<file path="src/rtl/reorder_buffer_pkg.sv">
// Shared ROB configuration: geometry, entry type codes and the per-entry payload layout.
// Used by the ROB itself and by the decoder, RS and LSB that talk to it.
package reorder_buffer_pkg;

  localparam int ROB_SIZE_BIT = 3;
  localparam int ROB_TYPE_BIT = 2;
  localparam int ROB_DEPTH    = 1 << ROB_SIZE_BIT;
  localparam int DATA_W       = 32;
  localparam int REG_W        = 5;

  typedef logic [ROB_SIZE_BIT-1:0] rob_id_t;

  typedef enum logic [ROB_TYPE_BIT-1:0] {
    ROB_REG  = 2'd0,
    ROB_REGI = 2'd1,
    ROB_BR   = 2'd2,
    ROB_ST   = 2'd3
  } rob_type_e;

  typedef struct packed {
    rob_type_e          typ;
    logic [REG_W-1:0]   rd;
    logic [DATA_W-1:0]  value;
    logic [DATA_W-1:0]  addr;
  } rob_entry_t;

  function automatic rob_id_t rob_next(input rob_id_t id);
    return id + rob_id_t'(1);
  endfunction

endpackage

</file>
<file path="src/rtl/reorder_buffer_if.sv">
// Decoder issue, operand query, CDB, commit and flush signals seen by the reorder buffer.
// The slave side is the ROB; the master side is the rest of the core.
interface reorder_buffer_if;
  import reorder_buffer_pkg::*;

  logic              rob_input;
  logic              rob_fi;
  logic [DATA_W-1:0] rob_value;
  logic [DATA_W-1:0] rob_addr;
  rob_type_e         rob_type;
  logic [REG_W-1:0]  rob_reg_id;
  logic              rob_full;
  rob_id_t           rob_vacant_id;

  logic              rob_clear;
  logic [DATA_W-1:0] clear_pc;

  rob_id_t           rob_qry1_id;
  logic              rob_qry1_fi;
  logic [DATA_W-1:0] rob_qry1_value;
  rob_id_t           rob_qry2_id;
  logic              rob_qry2_fi;
  logic [DATA_W-1:0] rob_qry2_value;

  logic              cdb_valid;
  rob_id_t           cdb_rob_id;
  logic [DATA_W-1:0] cdb_value;

  logic              commit_valid;
  logic [REG_W-1:0]  commit_reg_id;
  logic [DATA_W-1:0] commit_value;
  rob_id_t           commit_rob_id;
  logic              st_commit;
  rob_id_t           st_commit_id;

  modport slave (
    input  rob_input, rob_fi, rob_value, rob_addr, rob_type, rob_reg_id,
    input  rob_qry1_id, rob_qry2_id,
    input  cdb_valid, cdb_rob_id, cdb_value,
    output rob_full, rob_vacant_id, rob_clear, clear_pc,
    output rob_qry1_fi, rob_qry1_value, rob_qry2_fi, rob_qry2_value,
    output commit_valid, commit_reg_id, commit_value, commit_rob_id,
    output st_commit, st_commit_id
  );

  modport master (
    output rob_input, rob_fi, rob_value, rob_addr, rob_type, rob_reg_id,
    output rob_qry1_id, rob_qry2_id,
    output cdb_valid, cdb_rob_id, cdb_value,
    input  rob_full, rob_vacant_id, rob_clear, clear_pc,
    input  rob_qry1_fi, rob_qry1_value, rob_qry2_fi, rob_qry2_value,
    input  commit_valid, commit_reg_id, commit_value, commit_rob_id,
    input  st_commit, st_commit_id
  );

endinterface

</file>
<file path="src/rtl/reorder_buffer.sv">
// Circular reorder buffer: allocates on issue, captures CDB results, retires in order
// and raises a one-cycle flush with the restart PC on a branch mispredict.
module reorder_buffer
  import reorder_buffer_pkg::*;
(
  input  logic             clk_in,
  input  logic             rst_in,
  input  logic             rdy_in,
  reorder_buffer_if.slave  rob
);

  localparam int CNT_W = ROB_SIZE_BIT + 1;
  localparam int OCC_W = ROB_SIZE_BIT + 2;

  logic [ROB_DEPTH-1:0] busy_q;
  logic [ROB_DEPTH-1:0] ready_q;
  rob_entry_t           ent_q [ROB_DEPTH];
  rob_id_t              head_q;
  rob_id_t              tail_q;
  logic [CNT_W-1:0]     count_q;

  logic                 clear_p1;
  logic [DATA_W-1:0]    clear_pc_p1;
  logic                 commit_vld_p1;
  logic [REG_W-1:0]     commit_rd_p1;
  logic [DATA_W-1:0]    commit_val_p1;
  rob_id_t              commit_id_p1;
  logic                 st_vld_p1;
  rob_id_t              st_id_p1;

  logic                 active;
  logic                 alloc_en;
  logic                 cdb_hit;
  logic                 commit_en;
  logic                 mispredict;
  rob_entry_t           head_ent;
  rob_entry_t           alloc_ent;
  logic [CNT_W-1:0]     count_nxt;
  logic [OCC_W-1:0]     occupancy;

  function automatic logic [DATA_W:0] rob_query(
    input rob_id_t           id,
    input logic              fwd_valid,
    input rob_id_t           fwd_id,
    input logic [DATA_W-1:0] fwd_value,
    input logic              ent_busy,
    input logic              ent_ready,
    input logic [DATA_W-1:0] ent_value
  );
    if (fwd_valid && (fwd_id == id)) return {1'b1, fwd_value};
    if (ent_busy && ent_ready)       return {1'b1, ent_value};
    return '0;
  endfunction

  // The decoder sampled full/vacant a cycle before its rob_input arrives, so the
  // in-flight issue is counted here; a same-cycle commit is deliberately not credited.
  assign occupancy         = {1'b0, count_q} + OCC_W'(rob.rob_input);
  assign rob.rob_full      = occupancy >= OCC_W'(ROB_DEPTH);
  assign rob.rob_vacant_id = tail_q + rob_id_t'(rob.rob_input);

  assign {rob.rob_qry1_fi, rob.rob_qry1_value} = rob_query(
    rob.rob_qry1_id, rob.cdb_valid, rob.cdb_rob_id, rob.cdb_value,
    busy_q[rob.rob_qry1_id], ready_q[rob.rob_qry1_id], ent_q[rob.rob_qry1_id].value);
  assign {rob.rob_qry2_fi, rob.rob_qry2_value} = rob_query(
    rob.rob_qry2_id, rob.cdb_valid, rob.cdb_rob_id, rob.cdb_value,
    busy_q[rob.rob_qry2_id], ready_q[rob.rob_qry2_id], ent_q[rob.rob_qry2_id].value);

  assign active     = rdy_in & ~clear_p1;
  assign alloc_en   = active & rob.rob_input;
  assign cdb_hit    = active & rob.cdb_valid & busy_q[rob.cdb_rob_id];
  assign head_ent   = ent_q[head_q];
  assign commit_en  = active & busy_q[head_q] & ready_q[head_q];
  assign mispredict = head_ent.value[0] != head_ent.rd[0];
  assign count_nxt  = count_q + CNT_W'(alloc_en) - CNT_W'(commit_en);

  assign alloc_ent = '{typ:   rob.rob_type,
                       rd:    rob.rob_reg_id,
                       value: rob.rob_value,
                       addr:  rob.rob_addr};

  // p0 -> p1: bookkeeping update and registered commit/flush decisions
  always_ff @(posedge clk_in or negedge rst_in) begin
    if (!rst_in) begin
      busy_q        <= '0;
      ready_q       <= '0;
      head_q        <= '0;
      tail_q        <= '0;
      count_q       <= '0;
      clear_p1      <= 1'b0;
      clear_pc_p1   <= '0;
      commit_vld_p1 <= 1'b0;
      commit_rd_p1  <= '0;
      commit_val_p1 <= '0;
      commit_id_p1  <= '0;
      st_vld_p1     <= 1'b0;
      st_id_p1      <= '0;
    end else if (clear_p1) begin
      busy_q        <= '0;
      ready_q       <= '0;
      head_q        <= '0;
      tail_q        <= '0;
      count_q       <= '0;
      clear_p1      <= 1'b0;
      commit_vld_p1 <= 1'b0;
      st_vld_p1     <= 1'b0;
    end else begin
      commit_vld_p1 <= 1'b0;
      st_vld_p1     <= 1'b0;
      if (cdb_hit) ready_q[rob.cdb_rob_id] <= 1'b1;
      if (alloc_en) begin
        busy_q[tail_q]  <= 1'b1;
        ready_q[tail_q] <= rob.rob_fi;
        tail_q          <= rob_next(tail_q);
      end
      if (commit_en) begin
        busy_q[head_q] <= 1'b0;
        head_q         <= rob_next(head_q);
        case (head_ent.typ)
          ROB_REG, ROB_REGI: begin
            commit_vld_p1 <= 1'b1;
            commit_rd_p1  <= head_ent.rd;
            commit_val_p1 <= head_ent.value;
            commit_id_p1  <= head_q;
          end
          ROB_ST: begin
            st_vld_p1 <= 1'b1;
            st_id_p1  <= head_q;
          end
          ROB_BR: begin
            if (mispredict) begin
              clear_p1    <= 1'b1;
              clear_pc_p1 <= head_ent.addr;
            end
          end
          default: ;
        endcase
      end
      count_q <= count_nxt;
    end
  end

  // Entry payload carries no reset; busy/ready alone decide whether it is meaningful.
  always_ff @(posedge clk_in) begin
    if (cdb_hit)  ent_q[rob.cdb_rob_id].value <= rob.cdb_value;
    if (alloc_en) ent_q[tail_q]               <= alloc_ent;
  end

  assign rob.rob_clear     = clear_p1;
  assign rob.clear_pc      = clear_pc_p1;
  assign rob.commit_valid  = commit_vld_p1;
  assign rob.commit_reg_id = commit_rd_p1;
  assign rob.commit_value  = commit_val_p1;
  assign rob.commit_rob_id = commit_id_p1;
  assign rob.st_commit     = st_vld_p1;
  assign rob.st_commit_id  = st_id_p1;

endmodule
</file>
<file path="src/flat_wrapper.sv">
// flat-port wrapper written by rule: the top's interface ports become plain ports
module reorder_buffer_flat import reorder_buffer_pkg::*;
  (clk_in, rst_in, rdy_in, rob_rob_input, rob_rob_fi, rob_rob_value, rob_rob_addr, rob_rob_type, rob_rob_reg_id, rob_rob_qry1_id, rob_rob_qry2_id, rob_cdb_valid, rob_cdb_rob_id, rob_cdb_value, rob_rob_full, rob_rob_vacant_id, rob_rob_clear, rob_clear_pc, rob_rob_qry1_fi, rob_rob_qry1_value, rob_rob_qry2_fi, rob_rob_qry2_value, rob_commit_valid, rob_commit_reg_id, rob_commit_value, rob_commit_rob_id, rob_st_commit, rob_st_commit_id);
  reorder_buffer_if rob_i ();
  input  logic clk_in;
  input  logic rst_in;
  input  logic rdy_in;
  input wire logic [$bits(rob_i.rob_input)-1:0] rob_rob_input;
  input wire logic [$bits(rob_i.rob_fi)-1:0] rob_rob_fi;
  input wire logic [$bits(rob_i.rob_value)-1:0] rob_rob_value;
  input wire logic [$bits(rob_i.rob_addr)-1:0] rob_rob_addr;
  input wire logic [$bits(rob_i.rob_type)-1:0] rob_rob_type;
  input wire logic [$bits(rob_i.rob_reg_id)-1:0] rob_rob_reg_id;
  input wire logic [$bits(rob_i.rob_qry1_id)-1:0] rob_rob_qry1_id;
  input wire logic [$bits(rob_i.rob_qry2_id)-1:0] rob_rob_qry2_id;
  input wire logic [$bits(rob_i.cdb_valid)-1:0] rob_cdb_valid;
  input wire logic [$bits(rob_i.cdb_rob_id)-1:0] rob_cdb_rob_id;
  input wire logic [$bits(rob_i.cdb_value)-1:0] rob_cdb_value;
  output wire logic [$bits(rob_i.rob_full)-1:0] rob_rob_full;
  output wire logic [$bits(rob_i.rob_vacant_id)-1:0] rob_rob_vacant_id;
  output wire logic [$bits(rob_i.rob_clear)-1:0] rob_rob_clear;
  output wire logic [$bits(rob_i.clear_pc)-1:0] rob_clear_pc;
  output wire logic [$bits(rob_i.rob_qry1_fi)-1:0] rob_rob_qry1_fi;
  output wire logic [$bits(rob_i.rob_qry1_value)-1:0] rob_rob_qry1_value;
  output wire logic [$bits(rob_i.rob_qry2_fi)-1:0] rob_rob_qry2_fi;
  output wire logic [$bits(rob_i.rob_qry2_value)-1:0] rob_rob_qry2_value;
  output wire logic [$bits(rob_i.commit_valid)-1:0] rob_commit_valid;
  output wire logic [$bits(rob_i.commit_reg_id)-1:0] rob_commit_reg_id;
  output wire logic [$bits(rob_i.commit_value)-1:0] rob_commit_value;
  output wire logic [$bits(rob_i.commit_rob_id)-1:0] rob_commit_rob_id;
  output wire logic [$bits(rob_i.st_commit)-1:0] rob_st_commit;
  output wire logic [$bits(rob_i.st_commit_id)-1:0] rob_st_commit_id;
  assign rob_i.rob_input = rob_rob_input;
  assign rob_i.rob_fi = rob_rob_fi;
  assign rob_i.rob_value = rob_rob_value;
  assign rob_i.rob_addr = rob_rob_addr;
  assign rob_i.rob_type = rob_rob_type;
  assign rob_i.rob_reg_id = rob_rob_reg_id;
  assign rob_i.rob_qry1_id = rob_rob_qry1_id;
  assign rob_i.rob_qry2_id = rob_rob_qry2_id;
  assign rob_i.cdb_valid = rob_cdb_valid;
  assign rob_i.cdb_rob_id = rob_cdb_rob_id;
  assign rob_i.cdb_value = rob_cdb_value;
  assign rob_rob_full = rob_i.rob_full;
  assign rob_rob_vacant_id = rob_i.rob_vacant_id;
  assign rob_rob_clear = rob_i.rob_clear;
  assign rob_clear_pc = rob_i.clear_pc;
  assign rob_rob_qry1_fi = rob_i.rob_qry1_fi;
  assign rob_rob_qry1_value = rob_i.rob_qry1_value;
  assign rob_rob_qry2_fi = rob_i.rob_qry2_fi;
  assign rob_rob_qry2_value = rob_i.rob_qry2_value;
  assign rob_commit_valid = rob_i.commit_valid;
  assign rob_commit_reg_id = rob_i.commit_reg_id;
  assign rob_commit_value = rob_i.commit_value;
  assign rob_commit_rob_id = rob_i.commit_rob_id;
  assign rob_st_commit = rob_i.st_commit;
  assign rob_st_commit_id = rob_i.st_commit_id;
  reorder_buffer u_core (.clk_in(clk_in), .rst_in(rst_in), .rdy_in(rdy_in), .rob(rob_i));
endmodule
</file>
<file path="config.mk">
export PLATFORM = sky130hd
export DESIGN_NAME = reorder_buffer_flat
export DESIGN_NICKNAME = d
export VERILOG_FILES = /design/src/rtl/reorder_buffer_pkg.sv /design/src/rtl/reorder_buffer_if.sv /design/src/rtl/reorder_buffer.sv /design/src/flat_wrapper.sv
export SDC_FILE = /design/constraint.sdc
export NUM_CORES = 1
export LEC_CHECK = 0
export BUFFER_PORTS_ARGS = -buffer_cell sky130_fd_sc_hd__buf_2
export CORE_UTILIZATION = 35
export DETAILED_ROUTE_END_ITERATION = 6
export GPL_TIMING_DRIVEN = 1
export PLACE_DENSITY = 0.57
export SETUP_SLACK_MARGIN = 0.05
export SLEW_MARGIN = 20
export SYNTH_ARGS = -nofsm -noshare
export SYNTH_HDL_FRONTEND = slang
export SYNTH_SLANG_ARGS = --single-unit
</file>
<file path="constraint.sdc">
create_clock -name clk_in -period 7.2 [get_ports clk_in]
set_clock_uncertainty 0.15 [all_clocks]
set_input_delay 0 -clock clk_in [delete_from_list [all_inputs] [get_ports clk_in]]
set_output_delay 0 -clock clk_in [all_outputs]
set_load 0.005 [all_outputs]
</file>
==> results_dict.tcl, run 1 <==
set metrics [dict create \
    status "completed" \
    hold_depth 2 \
    cp-start-kind "flop" \
    die_h_um 316 \
    maxSlewHeadroom 0.232 \
    drc 0 \
    die_w_um 316 \
    synthArstFlopShare 0.155 \
    grt_pass1_wl_mm 164 \
    root_buffer "clkbuf_16" \
    rr_startpoint "u_core.head_q[1]" \
    yosys_most_used_dff "edfxtp_1" \
    dp.cells 3940 \
    hold_path.class "in -> reg" \
    worst_slack_ns 2.55 \
    place_ws_ns 2.59 \
    antenna_found_initial 12 \
    syn_inst 2580 \
    p_clk_frac 0.286 \
    fin_crit_ns 4.65 \
    final_nets 3037 \
    min_to "u_core.ent_q[3][14]" \
    fin_tns_setup_ns 0 \
    cts_tree "yes" \
    worstSkewPairLatency_ns 0.66 \
    core-area_um2 97100 \
    period_share 0.646 \
    rows 114 \
    cts_buffers 77 \
    p_total_w 0.0138 \
    detailedPlacementHpwl_mm 62.9 \
    ios 266 \
    drtIter0Drc 2372 \
    overflow 0 \
    rrSetupSlack_ns 2.55 \
    sequentialPowerShare 0.385 \
    ys_seq_elements 672 \
    initial_core_util 0.355 \
    clk_pin_slew_ns 0.06 \
    ant_nets 0 \
    tightestPinTransition_ns 1.15 \
    first_pass_iters 6 \
    post_cts_buffers 0 \
    min-delay-start "rob_rob_addr[14]" \
    postRouteWirelength_mm 113 \
    comb_power_share 0.329 \
    setup_viol 0 \
    maxCapViolCount 0 \
    grt_start_max_net_pins 103 \
    total_leakage_power_nw 15.4 \
    synth_edf_count 568 \
    intPower_w 0.00898 \
    vias 24189 \
    syn_area_um2 34400 \
    cp.required_ns 7.57 \
    yosysUniqueCellTypes 55 \
    crit_type "reg -> reg" \
    dieArea_um2 99700 \
    power.switching_w 0.00482 \
    syn_to_final_growth_pct 19.5 \
    hold_viol 0 \
    clk_path_buf_depth 3 \
    track_usage 0.224 \
    grt_pass1_vias 24657 \
    grt_setup_unrepaired "false" \
    port_buffers 265 \
    cts_num_sinks 672 \
    irDropWorstVdd_v 0.000189 \
    switching_share 0.349 \
    ys.warnings.count 0 \
    arrival_ns 5.02 \
    htree_levels 3 \
    globalplace.congestion 0.813 \
    drive_gt1_frac 0.294 \
    synth.net_count 2711 \
    reg2reg_to "u_core.rob.clear_pc[10]" \
    power.density_nw_per_um2 335 \
    avgSynthCellArea_um2 13.3 \
    fin_cells 4251 \
    worstSetupEndpointType "flop" \
    reg2reg_depth 7 \
    vias_per_cell 5.69 \
    drt-wirelength-per-cell_um 26.6 \
    report.final.slew_viol_count 0 \
    fmax_mhz 215 \
    ys_seq_area_frac 0.571 \
    path_max_fanout 61 \
]
==> through the flow <==
| stage | area (µm²) | util | hold WS (ns) |
|---|---|---|---|
| final | 41200 | 0.424 | 0.0215 |
| after global routing | 41100 | 0.424 | 0.00576 |
| after CTS | 41100 | 0.423 | 0.00471 |
| after detailed placement | 36900 | 0.380 | -0.0522 |
| after global placement | 36900 | 0.380 | -0.0590 |
| after floorplan | 34400 | - | -0.446 |
==> sequential cells by signal, summed over array words and instances (netlist names) <==
signal,cells
u_core.ent_q,568
u_core.rob.clear_pc,32
u_core.rob.commit_value,32
u_core.busy_q,8
u_core.ready_q,8
u_core.rob.commit_reg_id,5
u_core.count_q,4
u_core.head_q,3
u_core.rob.commit_rob_id,3
u_core.rob.st_commit_id,3
u_core.tail_q,3
u_core.rob.commit_valid,1
u_core.rob.rob_clear,1
u_core.rob.st_commit,1
==> power by group through the flow <==
stage	Clock [W]	Combinational [W]	Sequential (W)
after floorplan	0	0.00293	0.00513
after global routing	0.00415	0.00487	0.00537
after global placement	0	0.00434	0.00536
after detailed placement	0	0.00443	0.00538
after CTS	0.00402	0.00454	0.00531
final	0.00395	0.00454	0.00532
==> what timing repair did <==
| item | in CTS | in global routing |
|---|---|---|
| endpoints found under the hold margin | 648 | 0 |
| hold buffers | 162 | 0 |
| gates resized for setup | 0 | 0 |
==> cell usage in the layout, fill, tap and decap left out, types with 6 or more instances in the layout <==
| cell type | n |
|---|---|
| mux4_2 | 130 |
| ha_1 | 12 |
| nor2b_1 | 10 |
| buf_4 | 47 |
| dfrtp_1 | 101 |
| nand2_2 | 9 |
| nand2b_1 | 6 |
| clkbuf_1 | 13 |
| inv_1 | 12 |
| buf_2 | 260 |
| a22o_1 | 73 |
| nor2_1 | 26 |
| mux2_4 | 29 |
| nand3b_1 | 7 |
| dlygate4sd3_1 | 161 |
| clkbuf_8 | 8 |
| clkinv_1 | 12 |
| o21ai_0 | 140 |
| o211ai_1 | 6 |
| a211oi_1 | 8 |
| xor2_1 | 8 |
| a221oi_1 | 6 |
| nand3_1 | 8 |
| mux2_2 | 242 |
| edfxtp_1 | 568 |
| nand2_1 | 544 |
| clkbuf_16 | 77 |
| a22oi_1 | 68 |
| clkinv_2 | 14 |
| mux2i_1 | 207 |
| o31ai_1 | 64 |
==> worst max-delay path by stage <==
stage | endpoint | slack (ns) | depth (start not counted) | start
2_1_floorplan | u_core.ent_q[5][32] | 3.25 | 6 | u_core.rob.rob_clear
3_3_place_gp | u_core.rob.clear_pc[4] | 2.68 | 7 | u_core.head_q[1]
3_5_place_dp | u_core.rob.clear_pc[18] | 2.59 | 7 | u_core.head_q[1]
4_1_cts | u_core.rob.clear_pc[5] | 2.58 | 7 | u_core.head_q[1]
5_1_grt | u_core.rob.clear_pc[4] | 2.38 | 7 | u_core.head_q[1]
6_report | u_core.rob.clear_pc[10] | 2.55 | 7 | u_core.head_q[1]
==> Yosys cell counts, types with 2 or more instances <==
master / count / area, µm²
clkinv_1: 3 / 11.3
a31oi_1: 4 / 25.0
nor2_1: 28 / 105
mux4_2: 130 / 2930
a21oi_1: 5 / 25.0
a221oi_1: 6 / 52.6
mux2_2: 242 / 2730
a22oi_1: 68 / 510
nor2_2: 2 / 12.5
o22ai_1: 2 / 12.5
o21ai_0: 141 / 706
mux2_4: 29 / 435
buf_4: 11 / 82.6
buf_1: 59 / 221
a211oi_1: 8 / 60.1
nor3_1: 2 / 10.0
dfrtp_1: 104 / 2600
a32oi_1: 3 / 26.3
nand3_1: 8 / 40.0
nor2b_1: 12 / 75.1
o31ai_1: 64 / 480
nand2_1: 553 / 2080
nand2b_1: 7 / 43.8
mux2i_1: 207 / 2070
and3_1: 5 / 31.3
a21o_1: 3 / 22.5
or3b_2: 2 / 17.5
a22o_1: 73 / 639
xor2_1: 8 / 70.1
buf_6: 8 / 90.1
buf_2: 44 / 220
and2_1: 3 / 18.8
a311oi_1: 2 / 17.5
mux2_1: 2 / 22.5
o211ai_1: 6 / 45.0
nand3b_1: 7 / 52.6
a311o_1: 2 / 20.0
ha_1: 12 / 150
o21a_1: 2 / 15.0
inv_1: 14 / 52.6
edfxtp_1: 568 / 17100
clkbuf_1: 105 / 394
xnor2_1: 4 / 35.0
==> logic make-up after synthesis <==
group | after synthesis | share of synthesized area
DFF | 672 | 0.571
and+or+nand+nor | 633 | 0.0733
muxes | 610 | 0.238
AOI/OAI and AO/OA | 396 | 0.0792
buffers and inverters | 244 | 0.0311
adders and majority gates | 13 | 0.00494
xor gates and xnor gates | 12 | 0.00305
==> routing by layer <==
layer  share of wire  track usage
met1            0.41        0.295
met2            0.49        0.374
met5         0.00099            0
met3           0.077       0.0378
met4           0.031       0.0772
==> critical path, stage by stage, from the launching register on <==
cell,delay (ns)
dfrtp_4,1.00
buf_4,0.86
mux2i_1,0.31
o211ai_2,0.10
a22o_1,0.29
xor2_1,0.26
nand4_4,0.79
mux2_4,0.60
==> area by class of cell <==
type / count / area [µm²]
multi-input combinational: 1664 / 13800
clock inverter: 46 / 487
clock buffer: 98 / 2090
fill: 8896 / 56000
sequential: 672 / 19700
antenna: 4 / 10.0
inverter: 17 / 73.8
tap: 1276 / 1600
timing repair buffer: 474 / 3390
Power figures use the tool's default switching activity.
==> run 2, diff against run 1 <==
--- a/config.mk
+++ b/config.mk
@@ -9,7 +9,7 @@
 export CORE_UTILIZATION = 35
 export DETAILED_ROUTE_END_ITERATION = 6
 export GPL_TIMING_DRIVEN = 1
-export PLACE_DENSITY = 0.57
+export PLACE_DENSITY = 0.59
 export SETUP_SLACK_MARGIN = 0.05
 export SLEW_MARGIN = 20
 export SYNTH_ARGS = -nofsm -noshare
==> constraint.sdc (replaced) <==
create_clock -name clk_in -period 4.08 [get_ports clk_in]
set_clock_uncertainty 0.15 [all_clocks]
set_input_delay 0 -clock clk_in [delete_from_list [all_inputs] [get_ports clk_in]]
set_output_delay 0 -clock clk_in [all_outputs]
set_load 0.005 [all_outputs]
==> run 2 against run 1 <==
Non-clock buffer count rose by 25. Via count increased by 0.60%. Sequential cell count did not move. Die area did not move. Sequential power rose by 75%. Critical path depth unchanged. Critical path type is now reg -> out.
==> results_dict.tcl, run 2 (synthesis results as in run 1) <==
set metrics [dict create \
    slowest_delay_ns 0.92 \
    detailedPlacementHpwl_mm 66.1 \
    cp_top_family "compound AO/OA/AOI/OAI gates" \
    setup_viol 0 \
    arrival_ns 3.47 \
    cts_num_sinks 672 \
    fin_cells 4278 \
    worstPathCellList "nand2_1 -> mux4_2 -> nor2_1 -> a31oi_4 -> buf_4 -> o31ai_1 -> buf_2" \
    largest_reg_flops 568 \
    tightestPinTransition_ns 1.06 \
    ios 266 \
    fmax_mhz 276 \
    hold_slack_ns 0.0375 \
    globalplace.congestion 0.843 \
    vias_per_cell 5.69 \
    grt_start_max_net_pins 101 \
    maxCapViolCount 0 \
    worstSkewPairLatency_ns 0.65 \
    final_nets 3062 \
    fillers 8775 \
    cts_resized 0 \
    syn_to_final_growth_pct 20.9 \
    status "completed" \
    cp.required_ns 3.93 \
    die_w_um 316 \
    port_buffers 265 \
    initial_core_util 0.355 \
    ant_nets 0 \
    vias 24333 \
    grt_setup_unrepaired "false" \
    top_register "u_core.ent_q" \
    cts_tree "yes" \
    rows 114 \
    track_usage 0.223 \
    rrSetupSlack_ns 0.50 \
    dieArea_um2 99700 \
    fin_crit_ns 3.62 \
    postRouteWirelength_mm 113 \
    overflow 0 \
    final_cell_mix "edfxtp_1 (568), nand2_1 (544), buf_2 (260)" \
    die_h_um 316 \
    clk_pin_slew_ns 0.06 \
    grt_pass1_vias 24298 \
    multi_input_area_um2 13800 \
    fin_tns_setup_ns 0 \
    drc 0 \
    grt_pass1_wl_mm 163 \
    htree_levels 3 \
    irDropWorstVdd_v 0.000407 \
    hold_viol 0 \
    cp_slowest_cell "o31ai_1" \
    power.density_nw_per_um2 596 \
    register_area_um2 19700 \
    utilization 0.429 \
    dp.cells 3964 \
    period_share 0.888 \
    cp.buffers_inverters 2 \
    root_buffer "clkbuf_16" \
    maxSlewHeadroom 0.286 \
    drt-wirelength-per-cell_um 26.3 \
    final_common_cell "edfxtp_1" \
    cts_buffers 77 \
    hold_path.class "in -> reg" \
    worstSetupEndpointType "primary output" \
    crit_type "reg -> out" \
    cp-start-kind "flop" \
    drtIter0Drc 2555 \
    clk_path_buf_depth 3 \
    antenna_found_initial 12 \
    core-area_um2 97100 \
    report.final.slew_viol_count 0 \
    path_max_fanout 17 \
    total_leakage_power_nw 15.6 \
    first_pass_iters 6 \
    drive_gt1_frac 0.300 \
]
run 2: cell types whose count changed in the layout (fill, tap and decap cells not counted), moves of 3 or more:
cell,change
clkinv_1,-6
clkbuf_1,+3
bufinv_16,+5
buf_12,+16
buf_4,+10
run 2: repair_timing:
item	CTS	global route
buffers inserted	0	0
endpoints found under the hold margin	665	0
hold buffers	164	0
run 2: layout make-up:
cell class | count | area share
flip-flops and latches | 672 | 0.473
multi-input cells | 1664 | 0.332
repair buffers | 499 | 0.0898
clock buffers | 105 | 0.0522
well taps | 1276 | 0.0384
clock inverters | 39 | 0.0125
inverters | 17 | 0.00177
diodes | 6 | 0.000361
run 2: path summary, 6_finish.rpt:
check | startpoint | endpoint | cells after the start
worst max-delay path | u_core.busy_q[5] | rob_rob_qry1_value[0] | 7
worst min-delay path | rob_rob_addr[24] | u_core.ent_q[7][24] | 2
worst max register to register | u_core.rob.rob_clear | u_core.ent_q[2][54] | 9
worst min register to register | u_core.rob.commit_value[2] | u_core.rob.commit_value[2] | 1
max in group asynchronous | rst_in | u_core.rob.clear_pc[5] | 4
min in group asynchronous | rst_in | u_core.rob.clear_pc[1] | 3
run 2: report_power, final:
part / total [W] / switching, W / internal [W]
clock: 0.00731 / 0.00291 / 0.00440
combinational: 0.00823 / 0.00476 / 0.00347
sequential: 0.00929 / 0.000775 / 0.00852
run 2: per-layer routing:
| metal | up-vias | track usage | share of wire | wire length, µm |
|---|---|---|---|---|
| met5 | - | 0 | 0.00090 | 101 |
| met4 | 12 | 0.0778 | 0.032 | 3630 |
| met3 | 229 | 0.0449 | 0.086 | 9730 |
| met2 | 1226 | 0.363 | 0.48 | 53600 |
| met1 | 12371 | 0.296 | 0.40 | 45500 |
| li1 | 10495 | - | - | - |
run 2: metrics by stage:
stage	worst slack (ns)	power, W	instance area (µm²)
floorplan	0.127	0.0142	34400
global placement	0.686	0.0173	37300
detailed placement	0.588	0.0174	37300
CTS	0.496	0.0249	41600
global route	0.313	0.0259	41600
finish	0.459	0.0248	41600
